**src/rtl/keccak_msg_sched_if.sv**
```systemverilog
// Requester-side and core-side signals of the keccak message scheduler.
// slave is the scheduler's view; master is the environment's view.
interface keccak_msg_sched_if #(
  parameter int unsigned N_REQ = 2
);
  logic [N_REQ-1:0]    req_valid;
  logic [32*N_REQ-1:0] req_data;
  logic [N_REQ-1:0]    req_last;
  logic [2*N_REQ-1:0]  req_bytes;
  logic [N_REQ-1:0]    req_ready;
  logic [N_REQ-1:0]    dig_valid;
  logic [N_REQ-1:0]    dig_ack;
  logic [511:0]        dig_out;
  logic [N_REQ-1:0]    grant;
  logic                busy;
  logic                core_reset;
  logic [31:0]         core_in;
  logic                core_in_ready;
  logic                core_is_last;
  logic [1:0]          core_byte_num;
  logic                core_buffer_full;
  logic [511:0]        core_out;
  logic                core_out_ready;

  modport slave (
    input  req_valid, req_data, req_last, req_bytes, dig_ack,
    input  core_buffer_full, core_out, core_out_ready,
    output req_ready, dig_valid, dig_out, grant, busy,
    output core_reset, core_in, core_in_ready, core_is_last, core_byte_num
  );

  modport master (
    output req_valid, req_data, req_last, req_bytes, dig_ack,
    output core_buffer_full, core_out, core_out_ready,
    input  req_ready, dig_valid, dig_out, grant, busy,
    input  core_reset, core_in, core_in_ready, core_is_last, core_byte_num
  );
endinterface

```
**src/rtl/keccak_msg_sched.sv**
```systemverilog
// Round-robin scheduler sharing one keccak core among N_REQ message sources:
// resets the core per message, streams words, adds the trailing pad word, returns the digest.
module keccak_msg_sched #(
  parameter int unsigned N_REQ = 2
) (
  input logic               clk,
  input logic               reset,
  keccak_msg_sched_if.slave bus
);
  localparam int unsigned GW = (N_REQ > 1) ? $clog2(N_REQ) : 1;

  typedef enum logic [2:0] {StIdle, StClr, StFeed, StPad, StWait, StDone} state_e;

  state_e           state_q, state_d;
  logic [GW-1:0]    gidx_q, gidx_d;
  logic [GW-1:0]    ptr_q, ptr_d;
  logic [N_REQ-1:0] grant_q, grant_d;
  logic [N_REQ-1:0] dig_valid_q, dig_valid_d;
  logic [511:0]     dig_out_q, dig_out_d;
  logic             busy_q, busy_d;
  logic             core_reset_q, core_reset_d;

  logic             pick_found;
  logic [GW-1:0]    pick_idx;
  int unsigned      cand;
  int unsigned      gsel;
  logic             acc;
  logic [1:0]       last_bytes;

  // Scan ptr+1, ptr+2, ... so the most recently served requester comes last.
  always_comb begin
    pick_found = 1'b0;
    pick_idx   = '0;
    cand       = 0;
    for (int unsigned k = 1; k <= N_REQ; k++) begin
      cand = (32'(ptr_q) + k) % N_REQ;
      if (!pick_found && bus.req_valid[GW'(cand)]) begin
        pick_found = 1'b1;
        pick_idx   = GW'(cand);
      end
    end
  end

  always_comb begin
    state_d            = state_q;
    gidx_d             = gidx_q;
    ptr_d              = ptr_q;
    grant_d            = grant_q;
    dig_out_d          = dig_out_q;
    gsel               = 32'(gidx_q);
    acc                = 1'b0;
    last_bytes         = bus.req_bytes[2*gsel +: 2];
    bus.req_ready      = '0;
    bus.core_in        = '0;
    bus.core_in_ready  = 1'b0;
    bus.core_is_last   = 1'b0;
    bus.core_byte_num  = '0;
    unique case (state_q)
      StIdle: begin
        if (pick_found) begin
          gidx_d           = pick_idx;
          grant_d          = '0;
          grant_d[pick_idx] = 1'b1;
          state_d          = StClr;
        end
      end
      StClr: state_d = StFeed;
      StFeed: begin
        acc                   = bus.req_valid[gidx_q] & ~bus.core_buffer_full;
        bus.req_ready[gidx_q] = acc;
        bus.core_in_ready     = acc;
        bus.core_in           = bus.req_data[32*gsel +: 32];
        // A full final word goes out as non-last; the empty pad word closes it.
        bus.core_is_last      = bus.req_last[gidx_q] & (last_bytes != 2'd0);
        bus.core_byte_num     = bus.core_is_last ? last_bytes : 2'd0;
        if (acc && bus.req_last[gidx_q]) begin
          state_d = (last_bytes != 2'd0) ? StWait : StPad;
        end
      end
      StPad: begin
        bus.core_is_last  = 1'b1;
        bus.core_in_ready = ~bus.core_buffer_full;
        if (!bus.core_buffer_full) state_d = StWait;
      end
      StWait: begin
        if (bus.core_out_ready) begin
          dig_out_d = bus.core_out;
          state_d   = StDone;
        end
      end
      StDone: begin
        if (bus.dig_ack[gidx_q]) begin
          grant_d = '0;
          ptr_d   = gidx_q;
          state_d = StIdle;
        end
      end
      default: state_d = StIdle;
    endcase
    busy_d       = (state_d != StIdle);
    core_reset_d = (state_d == StClr);
    dig_valid_d  = (state_d == StDone) ? grant_d : '0;
  end

  always_ff @(posedge clk or posedge reset) begin
    if (reset) begin
      state_q      <= StIdle;
      gidx_q       <= '0;
      ptr_q        <= GW'(N_REQ - 1);
      grant_q      <= '0;
      dig_valid_q  <= '0;
      dig_out_q    <= '0;
      busy_q       <= 1'b0;
      core_reset_q <= 1'b1;
    end else begin
      state_q      <= state_d;
      gidx_q       <= gidx_d;
      ptr_q        <= ptr_d;
      grant_q      <= grant_d;
      dig_valid_q  <= dig_valid_d;
      dig_out_q    <= dig_out_d;
      busy_q       <= busy_d;
      core_reset_q <= core_reset_d;
    end
  end

  assign bus.grant      = grant_q;
  assign bus.dig_valid  = dig_valid_q;
  assign bus.dig_out    = dig_out_q;
  assign bus.busy       = busy_q;
  assign bus.core_reset = core_reset_q;
endmodule

```
**src/flat_wrapper.sv**
```systemverilog
// flat-port wrapper written by rule: the top's interface ports become plain ports
module keccak_msg_sched_flat 
#(
  parameter int unsigned N_REQ = 2
)
  (clk, reset, bus_req_valid, bus_req_data, bus_req_last, bus_req_bytes, bus_dig_ack, bus_core_buffer_full, bus_core_out, bus_core_out_ready, bus_req_ready, bus_dig_valid, bus_dig_out, bus_grant, bus_busy, bus_core_reset, bus_core_in, bus_core_in_ready, bus_core_is_last, bus_core_byte_num);
  keccak_msg_sched_if #(.N_REQ(N_REQ)) bus_i ();
  input logic clk;
  input logic reset;
  input wire logic [$bits(bus_i.req_valid)-1:0] bus_req_valid;
  input wire logic [$bits(bus_i.req_data)-1:0] bus_req_data;
  input wire logic [$bits(bus_i.req_last)-1:0] bus_req_last;
  input wire logic [$bits(bus_i.req_bytes)-1:0] bus_req_bytes;
  input wire logic [$bits(bus_i.dig_ack)-1:0] bus_dig_ack;
  input wire logic [$bits(bus_i.core_buffer_full)-1:0] bus_core_buffer_full;
  input wire logic [$bits(bus_i.core_out)-1:0] bus_core_out;
  input wire logic [$bits(bus_i.core_out_ready)-1:0] bus_core_out_ready;
  output wire logic [$bits(bus_i.req_ready)-1:0] bus_req_ready;
  output wire logic [$bits(bus_i.dig_valid)-1:0] bus_dig_valid;
  output wire logic [$bits(bus_i.dig_out)-1:0] bus_dig_out;
  output wire logic [$bits(bus_i.grant)-1:0] bus_grant;
  output wire logic [$bits(bus_i.busy)-1:0] bus_busy;
  output wire logic [$bits(bus_i.core_reset)-1:0] bus_core_reset;
  output wire logic [$bits(bus_i.core_in)-1:0] bus_core_in;
  output wire logic [$bits(bus_i.core_in_ready)-1:0] bus_core_in_ready;
  output wire logic [$bits(bus_i.core_is_last)-1:0] bus_core_is_last;
  output wire logic [$bits(bus_i.core_byte_num)-1:0] bus_core_byte_num;
  assign bus_i.req_valid = bus_req_valid;
  assign bus_i.req_data = bus_req_data;
  assign bus_i.req_last = bus_req_last;
  assign bus_i.req_bytes = bus_req_bytes;
  assign bus_i.dig_ack = bus_dig_ack;
  assign bus_i.core_buffer_full = bus_core_buffer_full;
  assign bus_i.core_out = bus_core_out;
  assign bus_i.core_out_ready = bus_core_out_ready;
  assign bus_req_ready = bus_i.req_ready;
  assign bus_dig_valid = bus_i.dig_valid;
  assign bus_dig_out = bus_i.dig_out;
  assign bus_grant = bus_i.grant;
  assign bus_busy = bus_i.busy;
  assign bus_core_reset = bus_i.core_reset;
  assign bus_core_in = bus_i.core_in;
  assign bus_core_in_ready = bus_i.core_in_ready;
  assign bus_core_is_last = bus_i.core_is_last;
  assign bus_core_byte_num = bus_i.core_byte_num;
  keccak_msg_sched #(.N_REQ(N_REQ)) u_core (.clk(clk), .reset(reset), .bus(bus_i));
endmodule
```
**config.mk**
```make
export PLATFORM = sky130hd
export DESIGN_NAME = keccak_msg_sched_flat
export DESIGN_NICKNAME = d
export VERILOG_FILES = /design/src/rtl/keccak_msg_sched_if.sv /design/src/rtl/keccak_msg_sched.sv /design/src/flat_wrapper.sv
export SDC_FILE = /design/constraint.sdc
export NUM_CORES = 1
export LEC_CHECK = 0
export ABC_AREA = 1
export BUFFER_PORTS_ARGS = -buffer_cell sky130_fd_sc_hd__buf_2
export CAP_MARGIN = 20
export CORE_AREA = 2 2 450 452
export DETAILED_ROUTE_END_ITERATION = 8
export DIE_AREA = 0 0 452 454
export HOLD_SLACK_MARGIN = 0.15
export SLEW_MARGIN = 20
export SYNTH_ARGS = -nofsm -noshare
export SYNTH_HDL_FRONTEND = slang
export SYNTH_SLANG_ARGS = --single-unit
```
**constraint.sdc**
```tcl
create_clock -name clk -period 18.8 [get_ports clk]
set_input_delay 0.94 -clock clk [delete_from_list [all_inputs] [get_ports clk]]
set_output_delay 0.94 -clock clk [all_outputs]
set_load 0.02 [all_outputs]
```
==> metrics.cfg, run 1 <==
[die]
die_area_um2 = 205000
die_width_um = 452
core.rowCount = 165
ios = 1146
coreArea_um2 = 201000
start_util_pct = 10.2
die_h_um = 454

[global_route]
groute.usage.overall_pct = 12.2
met2_usage_pct = 18.4
grt_pass1_vias = 19803
antenna_found_initial = 66
busiest_layer = met2
met1_usage_pct = 13.3
overflow = 0
use_met3_pct = 8.00
grt_max_degree = 274
grt_pass1_wl_um = 170000

[setup_path]
r2r_slack_ns = 15.31
worstPathRequired_ns = 17.86
cp_slowest_cell = a21oi_1
crit_path_max_incr_delay_ns = 0.46
endpoint_kind = primary output
r2r-end = u_core.bus.dig_out[52]$_DFFE_PP0P_
path_buf_inv = 4
crit_fanout = 41
path_cells = buf_4 > inv_1 > buf_4 > nand2_1 > a21oi_1 > buf_2
cp_top_family = buffers and inverters
start_kind = flop
reg2reg_depth = 7
r2r_start = u_core.state_q[0]$_DFF_PP0_
cp.arrival_ns = 2.79
cpMostUsedCell = buf_4
critPathKind = flop to primary output

[logic_synthesis]
ys_seq_elements = 523
synth.distinct_cells = 19
synth_top_area_cell = dfrtp_1
synth_warnings = 0
synth_area_leaders = dfrtp_1 64%, nand2_1 30%, buf_4 1.5%
synth_cells = 2377
synth_area_um2 = 20400
syn-num-nets = 2967
yosysTopAreaCellShare_pct = 63.8
avgSynthCellArea_um2 = 8.60
yosysSeqAreaShare_pct = 64.0

[finish]
design_area_um2 = 31400
final_cell_mix = 1633 x nand2_1, 1145 x buf_2, 521 x dfrtp_1
area_delta_synth_final_pct = 53.4
utilization_pct = 15.6
multi_input_area_um2 = 6490
fin_nets = 4078
final_common_cell = nand2_1
nFillCells = 22937
final_cell_count_no_fill = 6231
drive_gt1_share_pct = 36.2
final-seq-area_um2 = 13100

[clock_tree]
cts_setup_buffers = 0
root_buffer = clkbuf_16
htreeDepth = 3
clk_latency_ns = 0.67
cts.path.max_buffers = 3
cts_resized = 0
numCtsBuffers = 70
clk_pin_slew_ns = 0.06
clock-sinks = 523
cts_hold_buf = 0
cts_tree = yes

[sta]
fin_skew_ns = 0.0234
setup_violations = 0
slew_headroom_pct = 24.0
min_period_ns = 3.73
whs_ns = 0.318
period_share_pct = 19.8
worstMarginPinSlew_ns = 1.14
worst_slack_ns = 15.07
tns_ns = 0
max_freq_ghz = 0.268
slew_viol_final = 0
rsz0062_at_grt = no
finalHoldViolations = 0

[routing]
ant_nets = 0
vias_per_cell = 3.26
firstDrtPassIters = 5
vias = 20292
drc = 0
routed_wl_um = 131000
drtIter0Drc = 1485
wl_per_cell_um = 21.1

[power_and_ir_drop]
power.switching_mw = 2.63
power.density_nw_per_um2 = 183
switching_share_pct = 45.8
p_int_mw = 3.11
power_mw = 5.74
leakagePower_nw = 17.5
seq_power_share_pct = 33.4
power_frac_clock_pct = 24.7
vdd.ir_drop.worst_uv = 87.5
p_comb_share_pct = 41.8

[placed_design]
placedCellCount = 6088
io_buffers = 1145
dpl.hpwl_um = 107000
gp_congestion = 0.956
placed_area_um2 = 28900
dp_slack_ns = 14.66

[flow_run]
cap_violations = 0

[outcome]
status = completed

[min_path]
hold_class = input port to asynchronous set/reset pin

-- kinds of logic (layout without fill, tap and decap cells) --
logic type             count (synthesis)  count (layout)  synth area share (%)
other                                  0              20                     0
DFF                                  523             523                  64.0
and+or+nand+nor                     1666            1666                  30.7
AOI/OAI and AO/OA                     39              39                 0.979
buffers and inverters                149            1311                  4.31
-- synth_stat cells --
cell type / n
nand4_1: 1
nor2_2: 1
nor2_1: 19
nand3b_1: 1
dfrtp_1: 521
nor3_1: 2
inv_1: 24
a21oi_1: 35
buf_4: 41
nand2_1: 1633
o211ai_1: 2
buf_1: 2
o21ai_0: 2
buf_2: 59
nand3_1: 9
buf_6: 12
clkinv_4: 1
dfstp_2: 2
clkbuf_1: 10
-- metal layers --
layer | share of wire [%] | routed length, um
met3 | 15 | 19100
met4 | 4.2 | 5500
met1 | 37 | 48500
met2 | 44 | 58200
met5 | 0.0053 | 7
-- how the worst max path moves through the flow --
stage                     slack (ns)                         from  cells after the start                                   to
after floorplan                 3.25                        reset                      1            u_core.bus.busy$_DFF_PP0_
after global placement         14.77           bus_core_out_ready                      7  u_core.bus.dig_out[114]$_DFFE_PP0P_
after detailed placement       14.66           bus_core_out_ready                      7   u_core.bus.dig_out[52]$_DFFE_PP0P_
after CTS                      15.04    u_core.gidx_q$_DFFE_PP0P_                      6                       bus_core_in[1]
after global routing           14.95  u_core.state_q[1]$_DFF_PP0_                      7   u_core.bus.dig_out[52]$_DFFE_PP0P_
final                          15.07    u_core.gidx_q$_DFFE_PP0P_                      6                       bus_core_in[1]
-- state kept, by name, summed over array words and instances (netlist names) --
name	cells
u_core.bus.grant	2
u_core.bus.dig_valid	2
u_core.bus.dig_out	512
u_core.bus.busy	1
u_core.ptr_q	1
u_core.bus.core_reset	1
u_core.state_q	3
u_core.gidx_q	1
-- power by group through the flow --
| stage | clock (mW) | sequential (mW) | combinational, mW |
|---|---|---|---|
| 6_report | 1.42 | 1.92 | 2.40 |
| 2_1_floorplan | 0 | 2.51 | 0.622 |
| 3_3_place_gp | 0 | 1.91 | 2.42 |
| 4_1_cts | 1.49 | 1.92 | 2.44 |
| 5_1_grt | 1.52 | 1.98 | 2.62 |
| 3_5_place_dp | 0 | 1.92 | 2.44 |
-- cell type report --
type                       count  share of cell area, %
sequential                   523                   41.7
inverter                      25                  0.407
multi-input combinational   1705                   20.7
timing repair buffer        1163                   18.8
tap                         2672                   10.7
antenna                       20                  0.160
clock buffer                  95                   6.37
clock inverter                28                   1.23
-- worst reg2reg max path, stage by stage (launching register included) --
cell and delay (ns):
dfrtp_1 0.44, nor2_2 0.11, nand3_4 0.26, buf_12 0.43, buf_4 0.86, buf_4 0.92
nand2_1 0.25, nand2_1 0.13
(Power assumes the default switching activity.)
==> run 2: changes to the inputs <==
- ABC_AREA: 1 -> 0
- CORE_AREA: 2 2 450 452 -> 2 2 446 448
- DIE_AREA: 0 0 452 454 -> 0 0 448 450
- clock period: 18.8 -> 3.33 ns (I/O delays scaled with it)
==> metrics.cfg, run 2 <==
[outcome]
status = completed  ; unchanged

[die]
ios = 1146  ; unchanged
die_width_um = 448  ; was 452 um
core.rowCount = 163  ; was 165
start_util_pct = 10.2  ; about the same
die_h_um = 450  ; was 454 um
coreArea_um2 = 197000  ; was 201000 um^2
die_area_um2 = 202000  ; was 205000 um^2

[sta]
fin_skew_ns = 0.0427  ; was 0.0234 ns
max_freq_ghz = 0.321
worstMarginPinSlew_ns = 0.798  ; was 1.14 ns
period_share_pct = 93.5
slew_headroom_pct = 46.8  ; was 24.0%
min_period_ns = 3.11
finalHoldViolations = 0  ; unchanged
worst_slack_ns = 0.216  ; was 15.07 ns
slew_viol_final = 0  ; unchanged
setup_violations = 0  ; unchanged
rsz0062_at_grt = no  ; unchanged

[setup_path]
cpMostUsedCell = dlygate4sd3_1  ; was buf_4
r2r_slack_ns = 0.22  ; was 15.31 ns
start_kind = flop  ; unchanged
cp-startpoint = u_core.gidx_q$_DFFE_PP0P_  ; unchanged
path_cells = or4bb_1 > dlygate4sd3_1 > a2111o_1 > dlygate4sd3_1 > nand3_1 > or3_1  ; was buf_4 > inv_1 > buf_4 > nand2_1 > a21oi_1 > buf_2
path_buf_inv = 2  ; was 4
cp_top_family = buffers and inverters  ; unchanged
r2r_start = u_core.gidx_q$_DFFE_PP0P_  ; was u_core.state_q[0]$_DFF_PP0_
worstPathRequired_ns = 3.99  ; was 17.86 ns
crit_fanout = 16  ; was 41
r2r-end = u_core.bus.busy$_DFF_PP0_  ; was u_core.bus.dig_out[52]$_DFFE_PP0P_
cp_slowest_cell = dfrtp_2  ; was a21oi_1
critPathKind = flop to flop  ; was flop to primary output
cp.arrival_ns = 3.77  ; was 2.79 ns
endpoint_kind = flop  ; was primary output
crit_path_max_incr_delay_ns = 0.76  ; was 0.46 ns
reg2reg_depth = 6  ; was 7

[power_and_ir_drop]
vdd.ir_drop.worst_uv = 377  ; was 87.5 uV
power_mw = 36.5  ; was 5.74 mW
power.density_nw_per_um2 = 982  ; was 183 nW/um^2
leakagePower_nw = 17.4  ; was 17.5 nW

[logic_synthesis]
synth_cells = 1227  ; was 2377
ys_async_sr_fraction_pct = 100  ; unchanged
synth.distinct_cells = 34  ; was 19
synth_top_area_cell = dfrtp_1  ; unchanged
yosysMostFrequentCell = dfrtp_1  ; was nand2_1
synth_edf_count = 0  ; unchanged
yosysTopAreaCellShare_pct = 65.0  ; was 63.8%
synth_commonest_cells = 521 x dfrtp_1, 512 x mux2_2, 59 x buf_2, 37 x mux2i_1, 37 x nor2_1  ; was 1633 x nand2_1, 521 x dfrtp_1, 59 x buf_2, 41 x buf_4, 35 x a21oi_1
synth_area_um2 = 20000  ; was 20400 um^2
ys.flop_type = dfrtp_1  ; unchanged
avgSynthCellArea_um2 = 16.3  ; was 8.60 um^2
ys_seq_elements = 523  ; unchanged
synth_area_leaders = dfrtp_1 65%, mux2_2 29%, mux2i_1 1.8%  ; was dfrtp_1 64%, nand2_1 30%, buf_4 1.5%
synth_warnings = 0  ; unchanged
syn-num-nets = 1817  ; was 2967
yosysSeqAreaShare_pct = 65.3  ; was 64.0%

[finish]
fin_nets = 3548  ; was 4078
area_delta_synth_final_pct = 85.4  ; was 53.4%
final_common_cell = buf_2  ; was nand2_1
drive_gt1_share_pct = 60.5  ; was 36.2%
final_cell_mix = 1145 x buf_2, 541 x dlygate4sd3_1, 520 x dfrtp_1  ; was 1633 x nand2_1, 1145 x buf_2, 521 x dfrtp_1
nFillCells = 21496  ; was 22937
largest_register_ffs = 512  ; unchanged

[global_route]
overflow = 0  ; unchanged
grt_pass1_vias = 19899  ; was 19803
grt_pass1_wl_um = 196000  ; was 170000 um
grt_max_degree = 132  ; was 274
groute.usage.overall_pct = 14.9  ; was 12.2%
antenna_found_initial = 96  ; was 66

[clock_tree]
clk_pin_slew_ns = 0.06  ; about the same
clk_latency_ns = 0.71  ; was 0.67 ns
htreeDepth = 3  ; unchanged
numCtsBuffers = 74  ; was 70
clock-sinks = 523  ; unchanged
root_buffer = clkbuf_16  ; unchanged
cts.path.max_buffers = 3  ; unchanged
cts_tree = yes  ; unchanged

[placed_design]
gp_congestion = 0.991  ; was 0.956
dp_slack_ns = 0.736  ; was 14.66 ns
io_buffers = 1145  ; unchanged
dpl.hpwl_um = 132000  ; was 107000 um

[routing]
firstDrtPassIters = 5  ; unchanged
routed_wl_um = 155000  ; was 131000 um
vias_per_cell = 3.27  ; was 3.26
vias = 18608  ; was 20292
drc = 0  ; unchanged
ant_nets = 0  ; unchanged
drtIter0Drc = 1303  ; was 1485
wl_per_cell_um = 27.3  ; was 21.1 um

[flow_run]
cap_violations = 0  ; unchanged

[min_path]
hold_class = input port to flop  ; was input port to asynchronous set/reset pin
hold_depth = 3
hold_end = u_core.bus.dig_out[66]$_DFFE_PP0P_
hp-start = bus_core_out[66]

==> run 2: changes by cell type in the layout (fill, tap and decap cells not counted), moves of 5 or more <==
cell,previous run,this run
nor2_1,19,37
mux2_2,0,512
inv_1,23,2
nand3_1,8,3
diode_2,20,36
clkinvlp_4,3,10
buf_4,14,28
clkbuf_16,71,77
dlygate4sd3_1,0,541
buf_12,1,9
nand2_1,1633,8
a21oi_1,35,6
mux2i_1,0,37
==> run 2: area by class of cell <==
cell class	count	area, um^2	share of cell area (%)
Tap cell	2640	3300	8.89
Inverter	3	15.0	0.0404
Timing Repair Buffer	1724	11500	31.1
Sequential cell	523	13100	35.2
Multi-Input combinational cell	632	6610	17.8
Antenna cell	36	90.1	0.242
Clock buffer	101	2120	5.70
Clock inverter	32	390	1.05
==> run 2: how the worst max path moves through the flow <==
stage / end / cells after the start
floorplan: u_core.bus.busy$_DFF_PP0_ / 1
global placement: bus_core_in[5] / 4
detailed placement: bus_core_in[5] / 4
CTS: bus_core_in[5] / 4
global route: u_core.bus.busy$_DFF_PP0_ / 6
finish: u_core.bus.busy$_DFF_PP0_ / 6
==> run 2: power breakdown <==
part / switching [mW] / internal, mW / total [mW]
registers: 1.82 / 9.42 / 11.2
clock network: 3.37 / 4.88 / 8.26
logic: 11.4 / 5.64 / 17.0
==> run 2: per-layer routing <==
layer | GRT usage, % | vias up | wire (um)
met5 | 0 | - | 0
met4 | 5.98 | 0 | 7230
met3 | 11.3 | 339 | 25900
met2 | 23.7 | 1034 | 70900
met1 | 14.4 | 9379 | 51100
li1 | - | 7856 | -
==> run 2: logic make-up after synthesis <==
group,after synthesis,synth area share (%)
buf+inv,72,1.83
flops,523,65.3
mux,549,30.6
simple gates,67,1.59
compound gates,16,0.680
==> run 2: what timing repair did <==
| item | 4_1_cts | 5_1_grt |
|---|---|---|
| buffers inserted | 0 | 0 |
| setup endpoints to repair | 4 | 0 |
| hold buffers | 541 | 0 |
| gates resized for setup | 2 | 0 |
| endpoints found under the hold margin | 868 | 0 |
==> run 2: worst reg2reg max path, stage by stage (launching register included) <==
cell and delay (ns):
dfrtp_2 0.76, or4bb_1 0.54, dlygate4sd3_1 0.58, a2111o_1 0.36
dlygate4sd3_1 0.58, nand3_1 0.12, or3_1 0.12
==> run 2: metrics by stage <==
step | utilization (%) | setup TNS [ns] | area (um^2) | std cells | hold WS (ns)
after floorplan | - | -2057.20 | 20100 | 1227 | 0.318
after global placement | 14.8 | 0 | 29100 | 4981 | 0.264
after detailed placement | 14.8 | 0 | 29100 | 4981 | 0.266
after CTS | 18.9 | 0 | 37100 | 5655 | 0.152
after global routing | 18.9 | 0 | 37200 | 5688 | 0.180
final | 18.9 | 0 | 37200 | 5691 | 0.219
==> run 3: changes to the inputs <==
- CORE_AREA: 2 2 446 448 -> 2 2 445 447
- DIE_AREA: 0 0 448 450 -> 0 0 447 449
- MAX_ROUTING_LAYER: default -> met4
- TNS_END_PERCENT: default -> 1
==> metrics.cfg, run 3 (synthesized netlist as in run 2, its figures left out) <==
[clock_tree]
root_buffer = clkbuf_16  ; unchanged
htreeDepth = 3  ; unchanged
clock-sinks = 523  ; unchanged
cts_tree = yes  ; unchanged
cts.path.max_buffers = 3  ; unchanged
clk_latency_ns = 0.68  ; was 0.71 ns
cts_setup_buffers = 0  ; unchanged
numCtsBuffers = 70  ; was 74
clk_pin_slew_ns = 0.06  ; about the same

[placed_design]
placedCellCount = 4996  ; was 4981
dp_slack_ns = 0.960  ; was 0.736 ns
io_buffers = 1145  ; unchanged
dpl.hpwl_um = 123000  ; was 132000 um
gp_congestion = 0.964  ; was 0.991
placed_area_um2 = 29400  ; was 29100 um^2

[power_and_ir_drop]
vdd.ir_drop.worst_uv = 470  ; was 377 uV
leakagePower_nw = 17.4  ; about the same
power.density_nw_per_um2 = 946  ; was 982 nW/um^2
power_mw = 35.1  ; was 36.5 mW

[sta]
slew_headroom_pct = 37.2  ; was 46.8%
min_period_ns = 3.23  ; was 3.11 ns
rsz0062_at_grt = no  ; unchanged
period_share_pct = 96.9  ; was 93.5%
max_freq_ghz = 0.310  ; was 0.321 GHz
slew_viol_final = 0  ; unchanged
worstMarginPinSlew_ns = 0.940  ; was 0.798 ns
fin_skew_ns = 0.0387  ; was 0.0427 ns
worst_slack_ns = 0.103  ; was 0.216 ns
whs_ns = 0.231  ; was 0.219 ns
tns_ns = 0  ; unchanged
setup_violations = 0  ; unchanged
finalHoldViolations = 0  ; unchanged

[setup_path]
path_cells = or4b_2 > dlygate4sd3_1 > a2111o_1 > dlygate4sd3_1 > nand3_1 > or3_1  ; was or4bb_1 > dlygate4sd3_1 > a2111o_1 > dlygate4sd3_1 > nand3_1 > or3_1
crit_fanout = 21  ; was 16
cp_slowest_cell = or4b_2  ; was dfrtp_2
r2r_start = u_core.gidx_q$_DFFE_PP0P_  ; unchanged
cpMostUsedCell = dlygate4sd3_1  ; unchanged
path_buf_inv = 2  ; unchanged
cp_top_family = buffers and inverters  ; unchanged
reg2reg_depth = 6  ; unchanged
crit_path_max_incr_delay_ns = 0.71  ; was 0.76 ns
r2r-end = u_core.bus.busy$_DFF_PP0_  ; unchanged
endpoint_kind = flop  ; unchanged
critPathKind = flop to flop  ; unchanged
start_kind = flop  ; unchanged
cp.arrival_ns = 3.84  ; was 3.77 ns
r2r_slack_ns = 0.10  ; was 0.22 ns
worstPathRequired_ns = 3.95  ; was 3.99 ns

[global_route]
grt_pass1_vias = 19587  ; was 19899
grt_max_degree = 132  ; unchanged
antenna_found_initial = 97  ; was 96
overflow = 0  ; unchanged
grt_pass1_wl_um = 186000  ; was 196000 um
groute.usage.overall_pct = 14.4  ; was 14.9%

[routing]
drtIter0Drc = 1141  ; was 1303
wl_per_cell_um = 25.4  ; was 27.3 um
vias_per_cell = 3.22  ; was 3.27
firstDrtPassIters = 5  ; unchanged
vias = 18275  ; was 18608
drc = 0  ; unchanged
ant_nets = 0  ; unchanged
routed_wl_um = 145000  ; was 155000 um

[finish]
final_cell_count_no_fill = 5682  ; was 5691
utilization_pct = 18.9  ; about the same
final_cell_mix = 1145 x buf_2, 544 x dlygate4sd3_1, 520 x dfrtp_1  ; was 1145 x buf_2, 541 x dlygate4sd3_1, 520 x dfrtp_1
nFillCells = 21515  ; was 21496
final_common_cell = buf_2  ; unchanged
fin_nets = 3562  ; was 3548
design_area_um2 = 37100  ; was 37200 um^2
multi_input_area_um2 = 6610  ; about the same
area_delta_synth_final_pct = 85.2  ; was 85.4%
largest_register_ffs = 512  ; unchanged
drive_gt1_share_pct = 60.7  ; was 60.5%
final-seq-area_um2 = 13100  ; about the same

[die]
die_area_um2 = 201000  ; was 202000 um^2
start_util_pct = 10.2  ; about the same
core.rowCount = 163  ; unchanged
die_h_um = 449  ; was 450 um
coreArea_um2 = 196000  ; was 197000 um^2
die_width_um = 447  ; was 448 um
ios = 1146  ; unchanged

[outcome]
status = completed  ; unchanged

[flow_run]
cap_violations = 0  ; unchanged

[min_path]
hold_class = input port to asynchronous set/reset pin  ; was input port to flop

==> run 3: cell types whose count changed in the layout (fill, tap and decap cells not counted), moves of 2 or more <==
cell / delta
clkinv_8: +2
bufinv_16: -3
dlygate4sd3_1: +3
clkinv_2: +4
clkinv_16: -2
clkinvlp_4: -4
clkbuf_1: -2
buf_12: +9
clkbuf_16: -6
clkbuf_8: +4
buf_4: +7
diode_2: -19
==> run 3: timing repair <==
| action | CTS | global route |
|---|---|---|
| endpoints found under the hold margin | 555 | 0 |
| resized for setup | 0 | 1 |
| hold buffers | 544 | 0 |
| endpoints found under the setup margin | 0 | 1 |
==> run 3: worst max path at each step <==
stage	from	to	slack, ns	cells after the start
floorplan	reset	u_core.bus.busy$_DFF_PP0_	-3.94	1
global placement	u_core.state_q[2]$_DFF_PP0_	u_core.bus.dig_out[9]$_DFFE_PP0P_	0.99	4
detailed placement	u_core.state_q[2]$_DFF_PP0_	u_core.bus.dig_out[48]$_DFFE_PP0P_	0.96	4
CTS	u_core.gidx_q$_DFFE_PP0P_	u_core.bus.busy$_DFF_PP0_	0.05	6
global route	u_core.gidx_q$_DFFE_PP0P_	u_core.bus.busy$_DFF_PP0_	0.02	6
finish	u_core.gidx_q$_DFFE_PP0P_	u_core.bus.busy$_DFF_PP0_	0.10	6
==> run 3: area by class of cell <==
| type | count | share of cell area (%) |
|---|---|---|
| diodes | 17 | 0.115 |
| clock buffers | 97 | 5.43 |
| inverters | 3 | 0.0404 |
| clock inverters | 28 | 0.677 |
| repair buffers | 1742 | 31.8 |
| multi-input cells | 632 | 17.8 |
| flip-flops and latches | 523 | 35.3 |
| well taps | 2640 | 8.90 |
==> run 3: where the power goes <==
part	switching (mW)	total [mW]	leakage, nW	internal, mW
clock network	3.22	7.62	1.11	4.40
registers	1.85	11.3	6.43	9.42
logic	10.6	16.2	9.85	5.62
total	15.7	35.1	17.4	19.4
==> run 3: worst reg2reg max path, stage by stage, from the launching register on <==
cell           delay, ns
dfrtp_4             0.65
or4b_2              0.72
dlygate4sd3_1       0.58
a2111o_1            0.41
dlygate4sd3_1       0.58
nand3_1             0.10
or3_1               0.13
==> run 3: per-layer routing <==
metal / wire [um] / global-route usage, %
met5: 0 / -
met1: 46200 / 13.2
met2: 69200 / 23.6
met3: 23200 / 9.70
met4: 5830 / 5.34
